$ cat src/rtl/mem_pkg.sv
// Shared encodings for the memory read controller: access sizes, FSM states,
// the default handshake timeout and the alignment rule.
package mem_pkg;

    localparam logic [1:0] SZ_BYTE = 2'b00;
    localparam logic [1:0] SZ_HALF = 2'b01;
    localparam logic [1:0] SZ_WORD = 2'b10;
    localparam logic [1:0] SZ_RSVD = 2'b11;

    localparam int DEFAULT_TIMEOUT = 15;

    typedef enum logic [1:0] {
        IDLE,
        REQ,
        DROP
    } state_t;

    // A request is legal when its size is defined and the address is naturally aligned to it.
    function automatic logic is_legal(input logic [1:0] size, input logic [1:0] addr_lo);
        logic ok;
        case (size)
            SZ_BYTE: ok = 1'b1;
            SZ_HALF: ok = ~addr_lo[0];
            SZ_WORD: ok = (addr_lo == 2'b00);
            default: ok = 1'b0;
        endcase
        return ok;
    endfunction

endpackage

$ cat src/rtl/mem_read_ctrl_if.sv
// RAM-side four-phase handshake bundle: the controller is the master, the RAM the slave.
interface mem_read_ctrl_if #(
    parameter int ADDR_W = 32
) ();

    logic              MOV;
    logic [ADDR_W-1:0] MAddr;
    logic              MOC;
    logic [31:0]       MData;

    modport master (output MOV, output MAddr, input MOC, input MData);
    modport slave  (input MOV, input MAddr, output MOC, output MData);

endinterface

$ cat src/rtl/mem_read_ctrl_load_extend.sv
// Little-endian lane select of a byte/halfword/word from a RAM word, followed by
// sign or zero extension to 32 bits.
module load_extend
    import mem_pkg::*;
(
    input  logic [31:0] MData,
    input  logic [1:0]  addr_lo,
    input  logic [1:0]  size,
    input  logic        signed_en,
    output logic [31:0] result
);

    logic [7:0]  w_byte;
    logic [15:0] w_half;

    always_comb begin
        w_byte = MData[7:0];
        case (addr_lo)
            2'd1:    w_byte = MData[15:8];
            2'd2:    w_byte = MData[23:16];
            2'd3:    w_byte = MData[31:24];
            default: w_byte = MData[7:0];
        endcase
        w_half = addr_lo[1] ? MData[31:16] : MData[15:0];
        case (size)
            SZ_BYTE: result = {{24{signed_en & w_byte[7]}}, w_byte};
            SZ_HALF: result = {{16{signed_en & w_half[15]}}, w_half};
            default: result = MData;
        endcase
    end

endmodule

$ cat src/rtl/mem_read_ctrl.sv
// Load-side memory controller: issues a word-aligned read over a MOV/MOC
// four-phase handshake and returns the selected, extended lane in Q.
module mem_read_ctrl
    import mem_pkg::*;
#(
    parameter int ADDR_W  = 32,
    parameter int DATA_W  = 32,
    parameter int TIMEOUT = DEFAULT_TIMEOUT
) (
    input  logic              Clk,
    input  logic              Clr,
    input  logic              Start,
    input  logic [ADDR_W-1:0] Addr,
    input  logic [1:0]        Size,
    input  logic              Signed,
    mem_read_ctrl_if.master   mem,
    output logic [DATA_W-1:0] Q,
    output logic              Done,
    output logic              Err,
    output logic              Busy
);

    localparam logic [7:0] TIMEOUT_LAST = 8'(TIMEOUT - 1);

    state_t            r_state;
    logic [7:0]        r_cnt;
    logic [1:0]        r_addrLo;
    logic [1:0]        r_size;
    logic              r_signed;
    logic [ADDR_W-1:0] r_maddr;
    logic [DATA_W-1:0] r_q;
    logic              r_done;
    logic              r_err;

    state_t            w_stateNext;
    logic [7:0]        w_cntNext;
    logic              w_doneNext;
    logic              w_errNext;
    logic              w_latch;
    logic              w_loadQ;
    logic [31:0]       w_ext;

    load_extend u_extend (
        .MData     (mem.MData),
        .addr_lo   (r_addrLo),
        .size      (r_size),
        .signed_en (r_signed),
        .result    (w_ext)
    );

    // Completion on MOC takes priority over the timeout abort on the same edge.
    always_comb begin
        w_stateNext = r_state;
        w_cntNext   = r_cnt;
        w_doneNext  = 1'b0;
        w_errNext   = 1'b0;
        w_latch     = 1'b0;
        w_loadQ     = 1'b0;
        case (r_state)
            IDLE: begin
                if (Start) begin
                    if (is_legal(Size, Addr[1:0])) begin
                        w_latch     = 1'b1;
                        w_cntNext   = 8'd0;
                        w_stateNext = REQ;
                    end else begin
                        w_doneNext = 1'b1;
                        w_errNext  = 1'b1;
                    end
                end
            end
            REQ: begin
                if (mem.MOC) begin
                    w_loadQ     = 1'b1;
                    w_doneNext  = 1'b1;
                    w_stateNext = DROP;
                end else if (r_cnt == TIMEOUT_LAST) begin
                    w_doneNext  = 1'b1;
                    w_errNext   = 1'b1;
                    w_cntNext   = 8'd0;
                    w_stateNext = DROP;
                end else begin
                    w_cntNext = r_cnt + 8'd1;
                end
            end
            DROP: begin
                if (!mem.MOC) begin
                    w_stateNext = IDLE;
                end
            end
            default: w_stateNext = IDLE;
        endcase
    end

    always_ff @(posedge Clk or negedge Clr) begin
        if (!Clr) begin
            r_state  <= IDLE;
            r_cnt    <= 8'd0;
            r_addrLo <= 2'b00;
            r_size   <= SZ_BYTE;
            r_signed <= 1'b0;
            r_maddr  <= '0;
            r_q      <= '0;
            r_done   <= 1'b0;
            r_err    <= 1'b0;
        end else begin
            r_state <= w_stateNext;
            r_cnt   <= w_cntNext;
            r_done  <= w_doneNext;
            r_err   <= w_errNext;
            if (w_latch) begin
                r_addrLo <= Addr[1:0];
                r_size   <= Size;
                r_signed <= Signed;
                r_maddr  <= {Addr[ADDR_W-1:2], 2'b00};
            end
            if (w_loadQ) begin
                r_q <= w_ext;
            end
        end
    end

    // MOV follows the state directly so an asynchronous reset drops it at once.
    assign mem.MOV   = (r_state == REQ);
    assign mem.MAddr = r_maddr;
    assign Q         = r_q;
    assign Done      = r_done;
    assign Err       = r_err;
    assign Busy      = (r_state != IDLE);

endmodule

$ cat src/flat_wrapper.sv
// flat-port wrapper written by rule: the top's interface ports become plain ports
module mem_read_ctrl_flat import mem_pkg::*;
#(
    parameter int ADDR_W  = 32,
    parameter int DATA_W  = 32,
    parameter int TIMEOUT = DEFAULT_TIMEOUT
)
  (Clk, Clr, Start, Addr, Size, Signed, Q, Done, Err, Busy, mem_MOV, mem_MAddr, mem_MOC, mem_MData);
  mem_read_ctrl_if #(.ADDR_W(ADDR_W)) mem_i ();
  input  logic Clk;
  input  logic Clr;
  input  logic Start;
  input  logic [ADDR_W-1:0] Addr;
  input  logic [1:0] Size;
  input  logic Signed;
  output logic [DATA_W-1:0] Q;
  output logic Done;
  output logic Err;
  output logic Busy;
  output wire logic [$bits(mem_i.MOV)-1:0] mem_MOV;
  output wire logic [$bits(mem_i.MAddr)-1:0] mem_MAddr;
  input wire logic [$bits(mem_i.MOC)-1:0] mem_MOC;
  input wire logic [$bits(mem_i.MData)-1:0] mem_MData;
  assign mem_MOV = mem_i.MOV;
  assign mem_MAddr = mem_i.MAddr;
  assign mem_i.MOC = mem_MOC;
  assign mem_i.MData = mem_MData;
  mem_read_ctrl #(.ADDR_W(ADDR_W), .DATA_W(DATA_W), .TIMEOUT(TIMEOUT)) u_core (.Clk(Clk), .Clr(Clr), .Start(Start), .Addr(Addr), .Size(Size), .Signed(Signed), .mem(mem_i), .Q(Q), .Done(Done), .Err(Err), .Busy(Busy));
endmodule
$ cat config.mk
export PLATFORM = sky130hd
export DESIGN_NAME = mem_read_ctrl_flat
export DESIGN_NICKNAME = d
export VERILOG_FILES = /design/src/rtl/mem_pkg.sv /design/src/rtl/mem_read_ctrl_if.sv /design/src/rtl/mem_read_ctrl_load_extend.sv /design/src/rtl/mem_read_ctrl.sv /design/src/flat_wrapper.sv
export SDC_FILE = /design/constraint.sdc
export NUM_CORES = 1
export LEC_CHECK = 0
export ABC_CLOCK_PERIOD_IN_PS = 3900
export CAP_MARGIN = 20
export CORE_UTILIZATION = 35
export DETAILED_ROUTE_END_ITERATION = 7
export GPL_TIMING_DRIVEN = 1
export PLACE_DENSITY_LB_ADDON = 0.1
export SLEW_MARGIN = 20
export SYNTH_ARGS = -nofsm -noshare
export SYNTH_HDL_FRONTEND = slang
export SYNTH_SLANG_ARGS = --single-unit
$ cat constraint.sdc
create_clock -name Clk -period 3.9 [get_ports Clk]
set_input_delay 0.975 -clock Clk [delete_from_list [all_inputs] [get_ports Clk]]
set_output_delay 0.975 -clock Clk [all_outputs]
set_load 0.01 [all_outputs]
; ---- Word level (Yosys, flattened, before mapping)
; Index checks and enable logic that the tools add are counted.
[op_classes]
bitwise_logic = 3
add_sub_neg = 1
mul = 0
n_div = 0
n_eq_ne = 14
n_shift = 0
n_reduce_logical = 8
muxes = 29
order_cmp = 0
[ops]
columns = op, count
row1 = $pmux 32 s2, 1
row2 = $mux 8, 4
row3 = $pmux 8 s3, 1
row4 = $mux 16, 1
row5 = $pmux 8 s2, 1
row6 = $mux 1, 12
row7 = $mux 2, 5
row8 = $add 8x1->8 const B, 1
row9 = $eq 2x1->1 const B, 4
row10 = $eq 2x2->1 const B, 4
row11 = $eq 8x4->1 const B, 1
row12 = $logic_not 2->1, 4
row13 = $reduce_and 4->1, 2
row14 = $ne 2x2->1 const B, 3
row15 = $pmux 2 s3, 1
row16 = $pmux 1 s2, 2
row17 = $reduce_bool 2->1, 2
row18 = $ne 3x1->1 const B, 1
row19 = $pmux 1 s3, 1
row20 = $and 1x1->1, 2
row21 = $ne 2x1->1 const B, 1
row22 = $not 1->1, 1
[totals]
ramBits = 0
out_inout_bits = 68
romBits = 0
mem_count = 0
regBits = 79
latch_bits = 0
inputBits = 71
wordCells = 64

; ---- Logic depth before layout (Yosys ltp)
; Gate-level depths: netlist (run 1).
[logic_depth]
word_depth = 7
ltp_mapped = 7

; ---- Modules after synthesis
; Synthesis (run 1) repeated with hierarchy kept, for this count alone.
[unflattened]
cells_unflattened = 349
area_unflattened_um2 = 4197.8
[modules_own_cells]
columns = module, cells_each, instances, area_per_inst_um2
row1 = mem_read_ctrl, 216, 1, 3174.3
row2 = load_extend, 133, 1, 1023.5

; ---- Worst setup path before layout (run 1)
; OpenSTA, ideal clock, no wires.
[synth_path]
kind = input to register
startpoint = input port mem_MOC
endpoint = register u_core.r_cnt[3]
setup_time_ns = 0.080
path_slack_ns = 1.767
stages = 5
path_buffers = 1
arrival_ns = 2.052
cell_sequence = or3b_1 > buf_6 > o21bai_4 > or3_1 > o211ai_2
[synth_via]
elab_chain_len = 2
[synth_rtl]
columns = item, line
row1 = from (decl), flat_wrapper.sv:22  ; input wire logic [$bits(mem_i.MOC)-1:0] mem_MOC;
row2 = $ne 2x2->1 (no source line), -
row3 = $reduce_and 4->1 (no source line), -
row4 = to (signal assigned), mem_read_ctrl.sv:108  ; r_cnt <= w_cntNext;
row5 = to (decl), mem_read_ctrl.sv:26  ; logic [7:0] r_cnt;
; No other way between the ends.
; A chain may end at the register's enable or synchronous reset.

; ---- Worst setup path after layout (run 1)
[layout_path]
startpoint = register u_core.r_state[1]
endpoint = output port mem_MOV
[layout_via]
elab_chain_len = 1
[layout_rtl]
columns = item, line
row1 = from (decl), mem_read_ctrl.sv:25  ; state_t r_state;
row2 = from (signal assigned), mem_read_ctrl.sv:107  ; r_state <= w_stateNext;
row3 = $eq 2x1->1, mem_read_ctrl.sv:124  ; assign mem.MOV = (r_state == REQ);
row4 = to (decl), flat_wrapper.sv:20  ; output wire logic [$bits(mem_i.MOV)-1:0] mem_MOV;
; No other way between the ends.

==> impl_metrics.py, run 1 <==
metrics = {
    "run_status": {
        "status": "finished, final reports clean",
    },
    "hold_path": {
        "hold_path_class": "flip-flop to flip-flop",
    },
    "power_and_ir_drop": {
        "leakagePower_nw": 2.217,
        "clkPwrFrac_pct": 15.7,
        "combinationalPowerShare_pct": 44.0,
        "ir_worst_vdd_mv": 0.2642,
        "p_sw_w": 0.001187,
        "switching_share_pct": 33.76,
        "power.density_nw_per_um2": 661.4,
        "seqPwrFrac_pct": 40.4,
        "p_int_w": 0.002329,
    },
    "worst_setup_path": {
        "slowest_delay_ns": 0.61,
        "cp.required_ns": 2.92,
        "cp_max_fo": 8,
        "path_class": "flip-flop to output port",
        "crit_family": "buffers and inverters",
        "start_kind": "flip-flop",
        "slowest_stage": "clkdlybuf4s50_1",
        "end_kind": "output port",
        "cp_cell_sequence": "nor2b_2 -> clkdlybuf4s50_1",
        "cp.arrival_ns": 1.78,
        "cp_num_buf_inv": 1,
    },
    "synthesis": {
        "syn_inst": 322,
        "synth_top_area_share_pct": 53.89,
        "ys_warn_count": 0,
        "yosysUniqueCellTypes": 49,
        "synth_area_leaders": "dfrtp_1 (54%), mux2_2 (11%), nand3_1 (5.0%)",
        "ys_ff_latch": 79,
        "netlist_area_um2": 3669,
        "yosysTopAreaCell": "dfrtp_1",
        "avgSynthCellArea_um2": 11.39,
        "yosysSeqAreaShare_pct": 53.89,
    },
    "sta": {
        "fin_ws_ns": 1.146,
        "relSlewSlack_pct": 43.30,
        "min_period_ns": 2.754,
        "setup_viol": 0,
        "finalClockSkew_ns": 0.01243,
        "drv_slew": 0,
        "fin_setup_tns_ns": 0,
        "period_share_pct": 70.61,
        "timing.fmax_mhz": 363.1,
        "worst_pin_slew_ns": 0.8505,
        "rsz0062_at_grt": "false",
        "finalHoldViolCount": 0,
    },
    "die": {
        "initial_utilization_pct": 35.86,
        "die_height_um": 104.4,
        "die_area_um2": 10900,
        "num_rows": 37,
        "core_area_um2": 10230,
        "ioPinCount": 139,
        "dieWidth_um": 104.4,
    },
    "clock_tree": {
        "htreeDepth": 3,
        "cts_hold_buf": 0,
        "postCtsSetupBuffers": 0,
        "path_clk_slew_ns": 0.08,
        "clock_latency_ns": 0.35,
        "root_buffer": "clkbuf_8",
        "cts_made_buffers": 9,
        "clockBufferDepth": 2,
        "cts_tree": "yes",
        "cts.sinks": 79,
        "cts_resized": 0,
    },
    "place": {
        "place_congestion": 0.7476,
        "portBuffers": 136,
        "place_hpwl_mm": 6.719,
        "pre_cts_ws_ns": 1.005,
    },
    "route": {
        "ant_nets": 0,
        "routed_wl_mm": 9.648,
        "vias_per_cell": 5.032,
        "num_vias": 2984,
        "drcViolationCount": 0,
        "drt_iter0_markers": 172,
        "dr.pass1.iters": 4,
        "routedWlPerCell_um": 16.27,
    },
    "job": {
        "maxCapViolCount": 0,
    },
    "final_layout": {
        "syn_to_final_growth_pct": 44.95,
        "seq_area_um2": 1977,
        "multi_input_area_um2": 1578,
        "diodes": 0,
        "fillers": 945,
        "drive_gt1_share_pct": 14.88,
        "fin_util_pct": 51.98,
        "fin_nets": 525,
    },
    "global_route": {
        "grt_max_degree": 80,
        "overflow": 0,
        "grt_usage_pct": 18.44,
        "grt_first_pass_wirelength_mm": 15.80,
        "grt_pass1_vias": 3040,
        "antenna_found_initial": 0,
    },
}
-- kinds of logic (layout without fill, tap and decap cells) --
kind of cell    Yosys count  after routing  synth area share [%]
fa+ha+maj                 2              2                0.6820
flops                    79             79                 53.89
mux                      45             45                 13.51
buf+inv                  25            159                 3.513
simple gates            110            110                 15.42
compound gates           60             60                 12.89
other cells               1              2                0.1022
-- cell usage in the layout, fill, tap and decap left out, types with 2 or more instances in the layout --
cell type | netlist | final
a211oi_1 | 7 | 7
a21o_1 | 2 | 2
a21oi_1 | 6 | 6
a22o_1 | 14 | 14
buf_4 | 3 | 3
clkbuf_1 | 4 | 2
clkbuf_8 | 0 | 10
clkdlybuf4s50_1 | 0 | 135
clkinvlp_4 | 0 | 3
conb_1 | 1 | 2
dfrtp_1 | 79 | 79
ha_1 | 2 | 2
inv_1 | 3 | 3
mux2_2 | 36 | 36
mux2i_1 | 9 | 9
nand2_1 | 25 | 25
nand3_1 | 37 | 37
nand3b_1 | 2 | 2
nor2_1 | 19 | 19
nor3_1 | 2 | 2
nor3b_1 | 9 | 9
o21ai_0 | 4 | 4
o21ai_1 | 3 | 2
o22a_1 | 10 | 10
o2bb2ai_1 | 2 | 2
o31ai_1 | 2 | 2
o41ai_1 | 2 | 2
or2_2 | 2 | 2
or3_1 | 2 | 2
-- per-layer routing --
metal / up-vias / GRT usage, % / share of wire [%]
met1: 1426 / 25.61 / 46
met3: 13 / 5.514 / 7.7
met2: 113 / 26.77 / 44
li1: 1432 / - / -
met5: - / 0 / 0
met4: 0 / 7.245 / 1.5
-- cell type report --
cell class                 instances  share of cell area [%]
timing repair buffer             140                   26.42
inverter                           3                  0.2118
clock buffer                      12                   2.729
multi-input combinational        219                   29.67
clock inverter                     4                  0.5882
tap                              136                   3.200
sequential                        79                   37.18
-- synth_stat cells (all sizes together) --
library cell,number
dfrtp,79
nand3,37
mux2,36
nand2,25
nor2,19
buf,18
a22o,14
o22a,10
mux2i,9
nor3b,9
o21ai,8
a211oi,7
a21oi,6
clkbuf,4
and2,3
inv,3
or3,3
a21o,2
ha,2
nand3b,2
nand4,2
nor2b,2
nor3,2
o211ai,2
o2bb2ai,2
o31ai,2
o41ai,2
or2,2
a211o,1
a31o,1
a32oi,1
and3,1
conb,1
nand4b,1
o21bai,1
o22ai,1
or3b,1
or4b,1
-- worst reg2reg max path, delay by kind of cell, from the launching register on --
kind	cells	cell delay (ns)
compound gates	1	0.19
flops	1	0.70
simple gates	3	1.11
-- per-stage QoR --
step           power (W)  hold WS [ns]  cell area (um2)  cells
6_report        0.003517        0.5002             5318    593
2_1_floorplan   0.002145        0.4818             3672    323
3_3_place_gp    0.002973        0.4805             5137    577
4_1_cts         0.003562        0.5015             5314    593
5_1_grt         0.003749        0.5290             5318    593
3_5_place_dp    0.002994        0.4823             5137    577
-- power groups by stage --
stage	registers [W]	clock network [W]	logic, W
2_1_floorplan	0.00149	0	0.000653
3_3_place_gp	0.00143	0	0.00154
3_5_place_dp	0.00143	0	0.00156
4_1_cts	0.00142	0.000575	0.00157
5_1_grt	0.00148	0.000604	0.00167
6_report	0.00142	0.000551	0.00155
-- worst paths after layout --
kind / endpoint / from / depth (start not counted) / slack [ns]
min: u_core.Q[27] / u_core.Q[27] / 2 / 0.50
max: mem_MOV / u_core.r_state[1] / 2 / 1.15
min in group asynchronous: u_core.mem.MAddr[30] / Clr / 1 / 0.65
max reg2reg: u_core.Q[16] / u_core.r_size[1] / 4 / 1.82
min reg2reg: u_core.Q[27] / u_core.Q[27] / 2 / 0.50
max in group asynchronous: u_core.mem.MAddr[2] / Clr / 1 / 2.74
-- registers in the layout (all words and copies together) (netlist names) --
name              flops
u_core.Done           1
u_core.r_size         2
u_core.Err            1
u_core.r_signed       1
u_core.Q             32
u_core.r_cnt          8
u_core.r_addrLo       2
u_core.mem.MAddr     30
u_core.r_state        2
Power figures use the tool's default switching activity.
==> inputs of run 2 (changes only) <==
- ABC_CLOCK_PERIOD_IN_PS: 3900 -> 2310
- clock period: 3.9 -> 2.31 ns (I/O delays scaled with it)
==> run 2 against run 1 <==
Compared with the run above:
- sequential power up 63%
- final cell count increased by 1.5%
- die area stayed put
- hold slack got worse by 0.35 ns
- via count is 3.7% higher
- combinational power increased by 76%
- register-to-register slack worse by 1.3 ns
- highest routed layer unchanged
==> impl_metrics.py, run 2 (synthesis gave the netlist of run 1 again) <==
metrics = {
    "global_route": {
        "antenna_found_initial": 0,
        "grt_pass1_vias": 3069,
        "grt_usage_pct": 18.85,
        "grt_first_pass_wirelength_mm": 16.04,
        "grt_max_degree": 32,
        "overflow": 0,
    },
    "clock_tree": {
        "postCtsSetupBuffers": 0,
        "path_clk_slew_ns": 0.08,
        "cts_tree": "yes",
        "cts_resized": 0,
        "cts_made_buffers": 9,
        "clockBufferDepth": 2,
        "htreeDepth": 3,
        "cts.sinks": 79,
        "cts_hold_buf": 0,
        "clock_latency_ns": 0.35,
        "root_buffer": "clkbuf_8",
    },
    "sta": {
        "drv_slew": 0,
        "relSlewSlack_pct": 60.22,
        "finalClockSkew_ns": 0.008346,
        "period_share_pct": 94.30,
        "whs_ns": 0.1551,
        "timing.fmax_mhz": 459.1,
        "rsz0062_at_grt": "false",
        "setup_viol": 0,
        "fin_setup_tns_ns": 0,
        "min_period_ns": 2.178,
        "worst_pin_slew_ns": 0.5927,
        "finalHoldViolCount": 0,
    },
    "worst_setup_path": {
        "slowest_stage": "dfrtp_1",
        "cp.required_ns": 1.73,
        "path_class": "flip-flop to output port",
        "end_kind": "output port",
        "cp_max_fo": 8,
        "slowest_delay_ns": 0.47,
        "cp_cell_sequence": "or2_2 -> clkdlybuf4s50_1",
        "start_kind": "flip-flop",
        "cp.arrival_ns": 1.60,
    },
    "final_layout": {
        "largest_reg_flops": 32,
        "final_design_area_no_fill_um2": 5430,
        "final_common_cell": "clkdlybuf4s50_1",
        "diodes": 0,
        "drive_gt1_share_pct": 16.74,
        "fin_cells": 602,
        "layout_common_cells": "clkdlybuf4s50_1 (135), dfrtp_1 (79), nand3_1 (37), mux2_2 (36), nand2_1 (25)",
        "fin_nets": 534,
        "syn_to_final_growth_pct": 48.02,
    },
    "die": {
        "dieWidth_um": 104.4,
        "die_height_um": 104.4,
        "core_area_um2": 10230,
        "initial_utilization_pct": 35.86,
        "die_area_um2": 10900,
        "num_rows": 37,
        "ioPinCount": 139,
    },
    "hold_path": {
        "hold_path_class": "input pin to async pin",
    },
    "power_and_ir_drop": {
        "p_int_w": 0.004153,
        "clkPwrFrac_pct": 18.2,
        "power.total_w": 0.006172,
        "p_sw_w": 0.002019,
        "combinationalPowerShare_pct": 44.3,
        "ir_worst_vdd_mv": 0.5100,
        "power.density_nw_per_um2": 1137,
        "switching_share_pct": 32.71,
        "seqPwrFrac_pct": 37.6,
        "leakagePower_nw": 2.287,
    },
    "place": {
        "place_area_um2": 5218,
        "dpl.cell_count": 586,
        "place_congestion": 0.8256,
        "place_hpwl_mm": 7.156,
        "portBuffers": 136,
    },
    "route": {
        "vias_per_cell": 5.141,
        "dr.pass1.iters": 4,
        "ant_nets": 0,
        "routedWlPerCell_um": 16.33,
        "drt_iter0_markers": 141,
        "num_vias": 3095,
        "routed_wl_mm": 9.830,
        "drcViolationCount": 0,
    },
    "run_status": {
        "status": "finished, final reports clean",
    },
    "job": {
        "maxCapViolCount": 0,
    },
}
[run 2: final cells by class]
cell class / instances / area [um2]
multi-input combinational: 219 / 1578
sequential: 79 / 1977
clock inverter: 6 / 85.08
timing repair buffer: 149 / 1481
clock buffer: 10 / 127.6
inverter: 3 / 11.26
tap: 136 / 170.2
fill: 934 / 4801
[run 2: power groups by stage]
stage / registers (W) / logic [W] / clock network [W]
2_1_floorplan: 0.00252 / 0.00110 / 0
3_3_place_gp: 0.00233 / 0.00272 / 0
3_5_place_dp: 0.00235 / 0.00275 / 0
4_1_cts: 0.00232 / 0.00276 / 0.00116
5_1_grt: 0.00240 / 0.00296 / 0.00122
6_report: 0.00232 / 0.00273 / 0.00112
[run 2: routing by layer]
layer,wire (um),share of wire (%),up-vias,track usage (%)
met4,86,0.87,0,5.816
met5,0,0,-,0
met1,4377,45,1515,25.65
li1,-,-,1448,-
met2,4457,45,126,27.67
met3,908,9.2,6,7.080
[run 2: path summary, 6_finish.rpt]
kind                                    from              endpoint  slack (ns)  cells past startpoint
hold / removal                           Clr  u_core.mem.MAddr[30]        0.16                      1
setup / recovery           u_core.r_state[1]                  Busy        0.13                      2
min in group Clk                u_core.Q[28]          u_core.Q[28]        0.50                      2
hold reg to reg                 u_core.Q[28]          u_core.Q[28]        0.50                      2
setup reg to reg            u_core.r_size[1]          u_core.Q[18]        0.51                      4
max in group asynchronous                Clr  u_core.mem.MAddr[20]        1.49                      2
[run 2: through the flow]
step | setup WS (ns) | utilization, %
5_1_grt | 0.07384 | 53.08
6_report | 0.1316 | 53.08
3_5_place_dp | 0.04836 | 51.00
4_1_cts | 0.09897 | 53.08
3_3_place_gp | 0.07236 | 51.00
2_1_floorplan | 0.5750 | -
[run 2: worst max-delay path, delay by kind of cell, from the launching register on]
family,cells,cell delay (ns)
buffers and inverters,1,0.47
DFF,1,0.47
and+or+nand+nor,1,0.32
==> inputs of run 3 (changes only) <==
- CTS_BUF_LIST: unset -> sky130_fd_sc_hd__clkbuf_4
==> run 3 against run 2 <==
Compared with the run above:
- first-iteration DRC count rose by 0.71%
- cell area decreased by 0.92%
- via count rose by 0.29%
- non-clock buffer count stayed put
- core utilization is 0.49 points lower
- hold slack worse by 0.076 ns
- maximum frequency is 2.7% lower
- sequential power about the same
==> impl_metrics.py, run 3 (synthesis gave the netlist of run 1 again) <==
metrics = {
    "route": {
        "ant_nets": 0,
        "drcViolationCount": 0,
        "routedWlPerCell_um": 16.31,
        "num_vias": 3104,
        "dr.pass1.iters": 7,
        "drt_iter0_markers": 142,
        "routed_wl_mm": 9.818,
        "vias_per_cell": 5.156,
    },
    "global_route": {
        "grt_usage_pct": 18.72,
        "antenna_found_initial": 0,
        "grt_max_degree": 32,
        "grt_first_pass_wirelength_mm": 15.97,
        "overflow": 0,
        "grt_pass1_vias": 3054,
    },
    "final_layout": {
        "layout_common_cells": "clkdlybuf4s50_1 (135), dfrtp_1 (77), nand3_1 (37), mux2_2 (36), nand2_1 (25)",
        "final_common_cell": "clkdlybuf4s50_1",
        "largest_reg_flops": 32,
        "syn_to_final_growth_pct": 46.66,
        "diodes": 0,
        "fin_cells": 602,
        "fillers": 951,
        "drive_gt1_share_pct": 17.38,
        "fin_nets": 534,
    },
    "die": {
        "dieWidth_um": 104.4,
        "num_rows": 37,
        "core_area_um2": 10230,
        "die_height_um": 104.4,
        "die_area_um2": 10900,
        "initial_utilization_pct": 35.86,
        "ioPinCount": 139,
    },
    "run_status": {
        "status": "finished, final reports clean",
    },
    "sta": {
        "min_period_ns": 2.239,
        "rsz0062_at_grt": "false",
        "drv_slew": 0,
        "worst_pin_slew_ns": 0.6217,
        "finalClockSkew_ns": 0.01848,
        "setup_viol": 0,
        "fin_ws_ns": 0.07088,
        "period_share_pct": 96.93,
        "timing.fmax_mhz": 446.6,
        "finalHoldViolCount": 0,
        "relSlewSlack_pct": 58.27,
        "fin_setup_tns_ns": 0,
    },
    "worst_setup_path": {
        "r2r_start": "u_core.r_size[1]",
        "cp_max_fo": 8,
        "path_class": "flip-flop to output port",
        "r2r.worst_path.cells": 4,
        "reg2reg_to": "u_core.Q[18]",
        "cp.arrival_ns": 1.66,
        "regToRegSetupSlack_ns": 0.49,
        "start_kind": "flip-flop",
        "end_kind": "output port",
        "cp.required_ns": 1.73,
    },
    "place": {
        "place_congestion": 0.8256,
        "portBuffers": 136,
        "pre_cts_ws_ns": 0.04836,
        "place_hpwl_mm": 7.156,
        "dpl.cell_count": 586,
    },
    "clock_tree": {
        "htreeDepth": 3,
        "cts.sinks": 79,
        "cts_tree": "yes",
        "clockBufferDepth": 2,
        "cts_made_buffers": 9,
        "clock_latency_ns": 0.41,
        "cts_hold_buf": 0,
        "root_buffer": "clkbuf_4",
        "path_clk_slew_ns": 0.13,
        "postCtsSetupBuffers": 0,
    },
    "power_and_ir_drop": {
        "ir_worst_vdd_mv": 0.4852,
        "leakagePower_nw": 2.264,
        "power.density_nw_per_um2": 1115,
    },
    "job": {
        "maxCapViolCount": 0,
    },
    "hold_path": {
        "hold_path_class": "input pin to async pin",
    },
}
[run 3: metal layers]
layer	GRT usage, %	up-vias	part of all wire, %
li1	-	1449	-
met1	25.72	1516	45
met2	27.25	127	45
met3	6.579	12	9.0
met4	6.429	0	1.3
met5	0	-	0
[run 3: how the worst max path moves through the flow]
| stage | startpoint | endpoint | slack (ns) |
|---|---|---|---|
| final | u_core.r_state[1] | Busy | 0.07 |
| after global routing | u_core.r_state[1] | Busy | 0.001 |
| after CTS | u_core.r_state[1] | Busy | 0.01 |
| after detailed placement | mem_MOC | u_core.r_cnt[3] | 0.05 |
| after global placement | mem_MOC | u_core.r_cnt[3] | 0.07 |
| after floorplan | mem_MOC | u_core.r_cnt[3] | 0.57 |
[run 3: area by class of cell]
class	count	area (um2)	share of cell area, %
inverter	3	11.26	0.2093
sequential	79	1979	36.79
clock inverter	6	85.08	1.581
clock buffer	10	75.07	1.395
multi-input combinational	219	1578	29.33
tap	136	170.2	3.163
timing repair buffer	149	1481	27.53
[run 3: power by group]
group / total [W] / leakage (nW) / switching [W] / internal, W
sequential: 0.00232 / 0.953 / 0.000373 / 0.00194
combinational: 0.00273 / 1.23 / 0.00113 / 0.00160
clock: 0.000949 / 0.0824 / 0.000501 / 0.000448
[run 3: stage by stage]
stage	util [%]	hold slack (ns)	total power, W	cell area [um2]
floorplan	-	0.2819	0.003621	3672
global placement	51.00	0.4807	0.005053	5218
detailed placement	51.00	0.4816	0.005101	5218
CTS	52.57	0.05265	0.006063	5379
global route	52.59	0.06533	0.006383	5380
finish	52.59	0.07878	0.005999	5380
[run 3: worst max-delay path: stages (launching register included)]
cell             delay, ns
dfrtp_2               0.48
or2_2                 0.30
clkdlybuf4s50_1       0.47
[run 3: timing repair]
action,4_1_cts,5_1_grt
hold endpoints to repair,0,0
gates resized for setup,1,1
pin swaps,0,0
setup endpoints to repair,1,1
